$ cat src/rtl/fft_pkg.sv
// Shared constants, sample type, read-state encoding and index helpers for the 16-point FFT.
package fft_pkg;

  localparam int unsigned FFT_N     = 16;
  localparam int unsigned FFT_LOG2N = 4;
  localparam int unsigned FFT_DW    = 16;

  typedef struct packed {
    logic [FFT_DW-1:0] re;
    logic [FFT_DW-1:0] im;
  } fft_cplx_t;

  typedef enum logic {
    RD_IDLE   = 1'b0,
    RD_STREAM = 1'b1
  } rd_state_t;

  function automatic logic [FFT_LOG2N-1:0] bitrev4(input logic [FFT_LOG2N-1:0] k);
    return {k[0], k[1], k[2], k[3]};
  endfunction

endpackage

$ cat src/rtl/fft_frame_bank.sv
// Two-bank frame register file: one write port, one asynchronous read port; address MSB selects the bank.
module fft_frame_bank #(
  parameter int unsigned W  = 32,
  parameter int unsigned AW = 5
) (
  input  logic          clk,
  input  logic          we,
  input  logic [AW-1:0] waddr,
  input  logic [W-1:0]  wdata,
  input  logic [AW-1:0] raddr,
  output logic [W-1:0]  rd_data_c
);

  localparam int unsigned DEPTH = 1 << AW;

  logic [W-1:0] mem [0:DEPTH-1];

  // Contents need no reset: the full flags gate every read.
  always_ff @(posedge clk) begin
    if (we) mem[waddr] <= wdata;
  end

  assign rd_data_c = mem[raddr];

endmodule

$ cat src/rtl/fft_out_reorder.sv
// Ping-pong output reorder buffer for the 16-point FFT with push/stall handshakes.
// FFT_OUT_BITREV_EN: when defined, frames are re-emitted in bit-reversed index order.
module fft_out_reorder
  import fft_pkg::*;
#(
  parameter int unsigned DW = FFT_DW,
  parameter int unsigned N  = FFT_N
) (
  input  logic          clk,
  input  logic          reset,
  input  logic          in_push,
  input  logic [DW-1:0] in_real,
  input  logic [DW-1:0] in_imag,
  output logic          in_stall,
  output logic          out_push,
  output logic [DW-1:0] out_real,
  output logic [DW-1:0] out_imag,
  output logic          out_last,
  input  logic          out_stall,
  output logic          ovf
);

  localparam int unsigned CW = $clog2(N);
  localparam int unsigned WW = 2 * DW;

  rd_state_t     state, state_nxt;
  logic [1:0]    full, full_nxt;
  logic          wr_bank, wr_bank_nxt;
  logic          rd_bank, rd_bank_nxt;
  logic [CW-1:0] wr_cnt, wr_cnt_nxt;
  logic [CW-1:0] rd_cnt, rd_cnt_nxt;
  logic          out_push_nxt, out_last_nxt, in_stall_nxt, ovf_nxt;
  logic [DW-1:0] out_real_nxt, out_imag_nxt;

  logic          wr_accept, last_xfer, load;
  logic          rd_sel_bank;
  logic [CW-1:0] rd_sel_cnt, rd_idx;
  logic [WW-1:0] rd_data;

  assign wr_accept = in_push & ~in_stall;
  assign last_xfer = (state == RD_STREAM) & out_push & out_last & ~out_stall;

  // On a last-sample transfer the next read already targets the other bank, so frames run back to back.
  assign rd_sel_bank = last_xfer ? ~rd_bank : rd_bank;
  assign rd_sel_cnt  = last_xfer ? '0 : rd_cnt;

`ifdef FFT_OUT_BITREV_EN
  assign rd_idx = bitrev4(rd_sel_cnt);
`else
  assign rd_idx = rd_sel_cnt;
`endif

  fft_frame_bank #(
    .W  (WW),
    .AW (CW + 1)
  ) u_bank (
    .clk       (clk),
    .we        (wr_accept),
    .waddr     ({wr_bank, wr_cnt}),
    .wdata     ({in_real, in_imag}),
    .raddr     ({rd_sel_bank, rd_idx}),
    .rd_data_c (rd_data)
  );

  // Next-state logic for write pointer, bank flags and read FSM/output register.
  always_comb begin
    state_nxt    = state;
    full_nxt     = full;
    wr_bank_nxt  = wr_bank;
    rd_bank_nxt  = rd_bank;
    wr_cnt_nxt   = wr_cnt;
    rd_cnt_nxt   = rd_cnt;
    out_push_nxt = out_push;
    out_real_nxt = out_real;
    out_imag_nxt = out_imag;
    out_last_nxt = out_last;
    ovf_nxt      = ovf | (in_push & in_stall);
    load         = 1'b0;

    if (wr_accept) begin
      wr_cnt_nxt = CW'(wr_cnt + 1'b1);
      if (wr_cnt == CW'(N - 1)) begin
        full_nxt[wr_bank] = 1'b1;
        wr_bank_nxt       = ~wr_bank;
      end
    end

    case (state)
      RD_IDLE: begin
        if (full[rd_bank]) begin
          load      = 1'b1;
          state_nxt = RD_STREAM;
        end
      end
      RD_STREAM: begin
        if (out_push && out_last) begin
          if (!out_stall) begin
            full_nxt[rd_bank] = 1'b0;
            rd_bank_nxt       = ~rd_bank;
            if (full[~rd_bank]) begin
              load = 1'b1;
            end else begin
              state_nxt    = RD_IDLE;
              out_push_nxt = 1'b0;
              out_last_nxt = 1'b0;
            end
          end
        end else if (!out_push || !out_stall) begin
          load = 1'b1;
        end
      end
      default: state_nxt = RD_IDLE;
    endcase

    if (load) begin
      out_push_nxt                 = 1'b1;
      {out_real_nxt, out_imag_nxt} = rd_data;
      out_last_nxt                 = (rd_sel_cnt == CW'(N - 1));
      rd_cnt_nxt                   = CW'(rd_sel_cnt + 1'b1);
    end

    in_stall_nxt = full_nxt[wr_bank_nxt];
  end

  always_ff @(posedge clk) begin
    if (reset) begin
      state    <= RD_IDLE;
      full     <= '0;
      wr_bank  <= 1'b0;
      rd_bank  <= 1'b0;
      wr_cnt   <= '0;
      rd_cnt   <= '0;
      out_push <= 1'b0;
      out_real <= '0;
      out_imag <= '0;
      out_last <= 1'b0;
      in_stall <= 1'b0;
      ovf      <= 1'b0;
    end else begin
      state    <= state_nxt;
      full     <= full_nxt;
      wr_bank  <= wr_bank_nxt;
      rd_bank  <= rd_bank_nxt;
      wr_cnt   <= wr_cnt_nxt;
      rd_cnt   <= rd_cnt_nxt;
      out_push <= out_push_nxt;
      out_real <= out_real_nxt;
      out_imag <= out_imag_nxt;
      out_last <= out_last_nxt;
      in_stall <= in_stall_nxt;
      ovf      <= ovf_nxt;
    end
  end

endmodule
$ cat config.mk
export PLATFORM = sky130hd
export DESIGN_NAME = fft_out_reorder
export DESIGN_NICKNAME = d
export VERILOG_FILES = /design/src/rtl/fft_pkg.sv /design/src/rtl/fft_frame_bank.sv /design/src/rtl/fft_out_reorder.sv
export SDC_FILE = /design/constraint.sdc
export NUM_CORES = 1
export LEC_CHECK = 0
export ABC_AREA = 1
export CAP_MARGIN = 25
export CORE_ASPECT_RATIO = 1.2
export CORE_MARGIN = 2
export CORE_UTILIZATION = 40
export DETAILED_ROUTE_END_ITERATION = 6
export PLACE_DENSITY_LB_ADDON = 0.05
export SLEW_MARGIN = 25
export SYNTH_ARGS = -nofsm -noshare
export SYNTH_HDL_FRONTEND = slang
export SYNTH_SLANG_ARGS = --single-unit
export TNS_END_PERCENT = 1
$ cat constraint.sdc
create_clock -name clk -period 5.6 [get_ports clk]
set_input_delay 0.56 -clock clk [delete_from_list [all_inputs] [get_ports clk]]
set_output_delay 0.56 -clock clk [all_outputs]
set_load 0.02 [all_outputs]
==> out/results.txt <==
Layout cells sized above 1: 0.1342
Final setup margin: 2.295 ns
Avg Cell Area, Syn: 12.02 sq um
DR WL/cell: 27.34 microns
RD Place Congestion: 0.8475
Compound-Gate Fraction of Synth Area: 0.05034
Crit path capture type: flop
Vias per Instance: 5.606
GRT Residual Overflow: 0
Yosys warns: 0
Ports: 72
Hold depth: 1
Cts bufs inserted: 110
Port Buffers: 71
Post-synthesis simple-gate area fraction: 0.1888
CTS tree: built
Die W: 312.3 microns
Row count: 135
Worst Hold Endpoint: u_bank.mem[30][8]
Die height: 374.0 microns
Drc violations: 0
Status: complete, no violations
Die area: 116800 sq um
Initial Util: 0.4039
Drt initial violations: 2591
Combinational family with the most area after synthesis: simple AND/OR/NAND/NOR gates
Required @ worst endpoint: 6.19 ns
Post-synth top area cell: edfxtp_1
WL final: 147.8 mm
Drt pass-1 iters: 6
Synth Register Bits: 1073
Htree depth: 3
Worst Skew: 0.03850 ns
Fin. Hold Viols: 0
CP Max Fanout: 68
Core area: 113000 sq um
Hold path start: in_imag[8]
DP HPWL: 84.10 mm
Tcrit/Tclk final: 0.5901
Reg-to-Reg Start: out_push
Unrepaired setup endpoints after global routing: no
Diode count: 0
CTS resizes: 0
Post-synthesis share of cell area spent on xor and xnor gates: 0.0005483
Mapped Area: 45640 sq um
WP data arrival: 3.89 ns
Final min period: 3.305 ns
Reg-to-reg endpoint: out_imag[7]
First-pass GRT wire length: 214.4 mm
Worst Setup Start Kind: input pin
Net count after synthesis: 3838
Vias: 30302
# clock sinks: 1073
Sequential share of the synthesized area: 0.6953
Fmax: 302.6 MHz
Hold Path Class: in2reg
Setup TNS: 0 ns
Vias in the first global route: 29899
Gr usage total: 0.2506
Max Cap Viol: 0
Reg2Reg Setup Slack: 2.33 ns
Clock transition at the registers of the reported paths: 0.06 ns
Synth top area share: 0.6738
Adder-cell share of the synthesized area: 0.001371
Crit Path Category: in2reg
Final nets: 3846
Post-CTS setup buffer count: 0
Initial antenna violation count: 8
Pre-CTS setup slack: 1.565 ns
Netlist cell types: 30
# setup viols final: 0
Slew margin rel.: 0.2921
Mux contribution to synthesized area: 0
Antenna-violating nets left: 0
Synthesis-to-finish area growth: 13.22%
Hold bufs inserted after CTS: 0
Final Max Tran Viols: 0
Worst Tran Pin Value: 1.059 ns
Clock root buffer: clkbuf_16
Maximum VDD drop: 0.2529 mV
Worst-skew pair later-pin latency: 0.73 ns
Clock Path Buffers: 3
Pwr Total: 16530 uW
Area contributors post-synth: edfxtp_1 (67%), nand3_1 (9.2%), o2111ai_1 (3.7%)
Number of cells produced by synthesis: 3797
Leak Pwr: 0.01897 uW
Worst reg2reg path depth: 11
Largest net degree at the start of global routing: 171
Pwr dens: 319.9 nW/um^2
## logic make-up after synthesis
group,after synthesis
xor+xnor,2
fa+ha+maj,5
compound gates,313
buf+inv,692
flops,1073
simple gates,1712
## how the worst max path moves through the flow
stage | cells after the start | endpoint | start | slack (ns)
after floorplan | 8 | in_stall | in_push | 1.63
after global placement | 11 | out_imag[6] | out_stall | 1.55
after detailed placement | 11 | out_imag[0] | out_stall | 1.57
after CTS | 11 | out_imag[0] | out_push | 2.32
after global routing | 11 | out_imag[7] | out_push | 2.18
final | 11 | out_imag[7] | out_stall | 2.30
## report_power, final
group	total (uW)	internal [uW]	switching [uW]
Sequential	8840	8830	9.57
Clock	7370	4220	3150
Combinational	320	58.5	261
## final cells by class
class / instances / area (sq um)
tap: 1507 / 1886
multi-input combinational: 2032 / 11280
inverter: 410 / 1550
timing repair buffer: 178 / 1654
clock inverter: 66 / 604.3
clock buffer: 139 / 2957
sequential: 1073 / 31740
fill: 10201 / 61330
## through the flow
step	utilization	hold slack (ns)	instance area (sq um)	std cells
3_3_place_gp	0.4242	0.4528	47930	5193
2_1_floorplan	-	0.4588	45640	3797
4_1_cts	0.4570	0.3727	51650	5404
6_report	0.4572	0.3684	51670	5405
3_5_place_dp	0.4255	0.4673	48080	5199
5_1_grt	0.4572	0.3714	51670	5405
## critical path, stage by stage
cell and delay (ns):
clkdlybuf4s50_1 0.66, nor2_4 0.10, nand2_8 0.41, nand2_8 0.32
inv_6 0.71, buf_4 0.39, nand3_1 0.12, nand3_1 0.17
nand3_1 0.19, nand2_1 0.12, a21oi_1 0.06
## metal layers
metal	part of all wire	global-route usage	routed length [microns]
met1	0.43	0.3352	63280
met2	0.49	0.4233	72820
met3	0.048	0.02772	7091
met4	0.031	0.08735	4541
met5	0.00016	0	23
## Yosys cell counts
library cell / instances
o21a_1: 2
ha_1: 5
xor2_2: 1
nand2_1: 338
xor2_1: 1
or2_2: 193
o2111ai_1: 192
o22ai_1: 2
nor2_2: 1
edfxtp_1: 1024
buf_6: 3
o21ai_0: 73
nand3b_1: 160
inv_2: 4
buf_4: 34
nor2_4: 1
a31oi_1: 2
nand3_1: 840
nor2_1: 168
dfxtp_1: 49
nand2_8: 1
nor3_1: 6
buf_2: 127
buf_1: 17
nand2_4: 2
a21oi_1: 42
inv_1: 406
nand2_2: 1
clkbuf_1: 101
nand4_1: 1
## registers in the layout, indices dropped and copies added, names as in the netlist
| name | count |
|---|---|
| out_push | 1 |
| wr_bank | 1 |
| out_real | 16 |
| rd_bank | 1 |
| u_bank.mem | 1024 |
| state | 1 |
| in_stall | 1 |
| wr_cnt | 4 |
| full | 2 |
| out_last | 1 |
| rd_cnt | 4 |
| ovf | 1 |
| out_imag | 16 |
## cell usage in the layout (no fill, tap or decap), types with 2 or more instances in the layout
master / netlist / layout
clkbuf_1: 101 / 24
clkinv_1: 0 / 28
buf_12: 0 / 12
nor2_1: 168 / 140
nor3_1: 6 / 2
a31oi_1: 2 / 2
inv_2: 4 / 3
clkinvlp_4: 0 / 3
a21oi_1: 42 / 42
clkdlybuf4s50_1: 0 / 49
buf_4: 34 / 90
inv_1: 406 / 404
nand3b_1: 160 / 160
o2111ai_1: 192 / 192
edfxtp_1: 1024 / 1024
nor3_2: 0 / 4
o22ai_1: 2 / 2
or2_2: 193 / 193
o21ai_0: 73 / 73
nand2_8: 1 / 4
nor2_4: 1 / 30
dfxtp_4: 0 / 2
nand3_1: 840 / 840
ha_1: 5 / 5
bufinv_16: 0 / 11
buf_2: 127 / 22
o21a_1: 2 / 2
nand2_1: 338 / 337
dfxtp_1: 49 / 47
clkbuf_16: 0 / 114
clkinv_2: 0 / 23
inv_6: 0 / 2
buf_16: 0 / 5
Power figures use the tool's default switching activity.
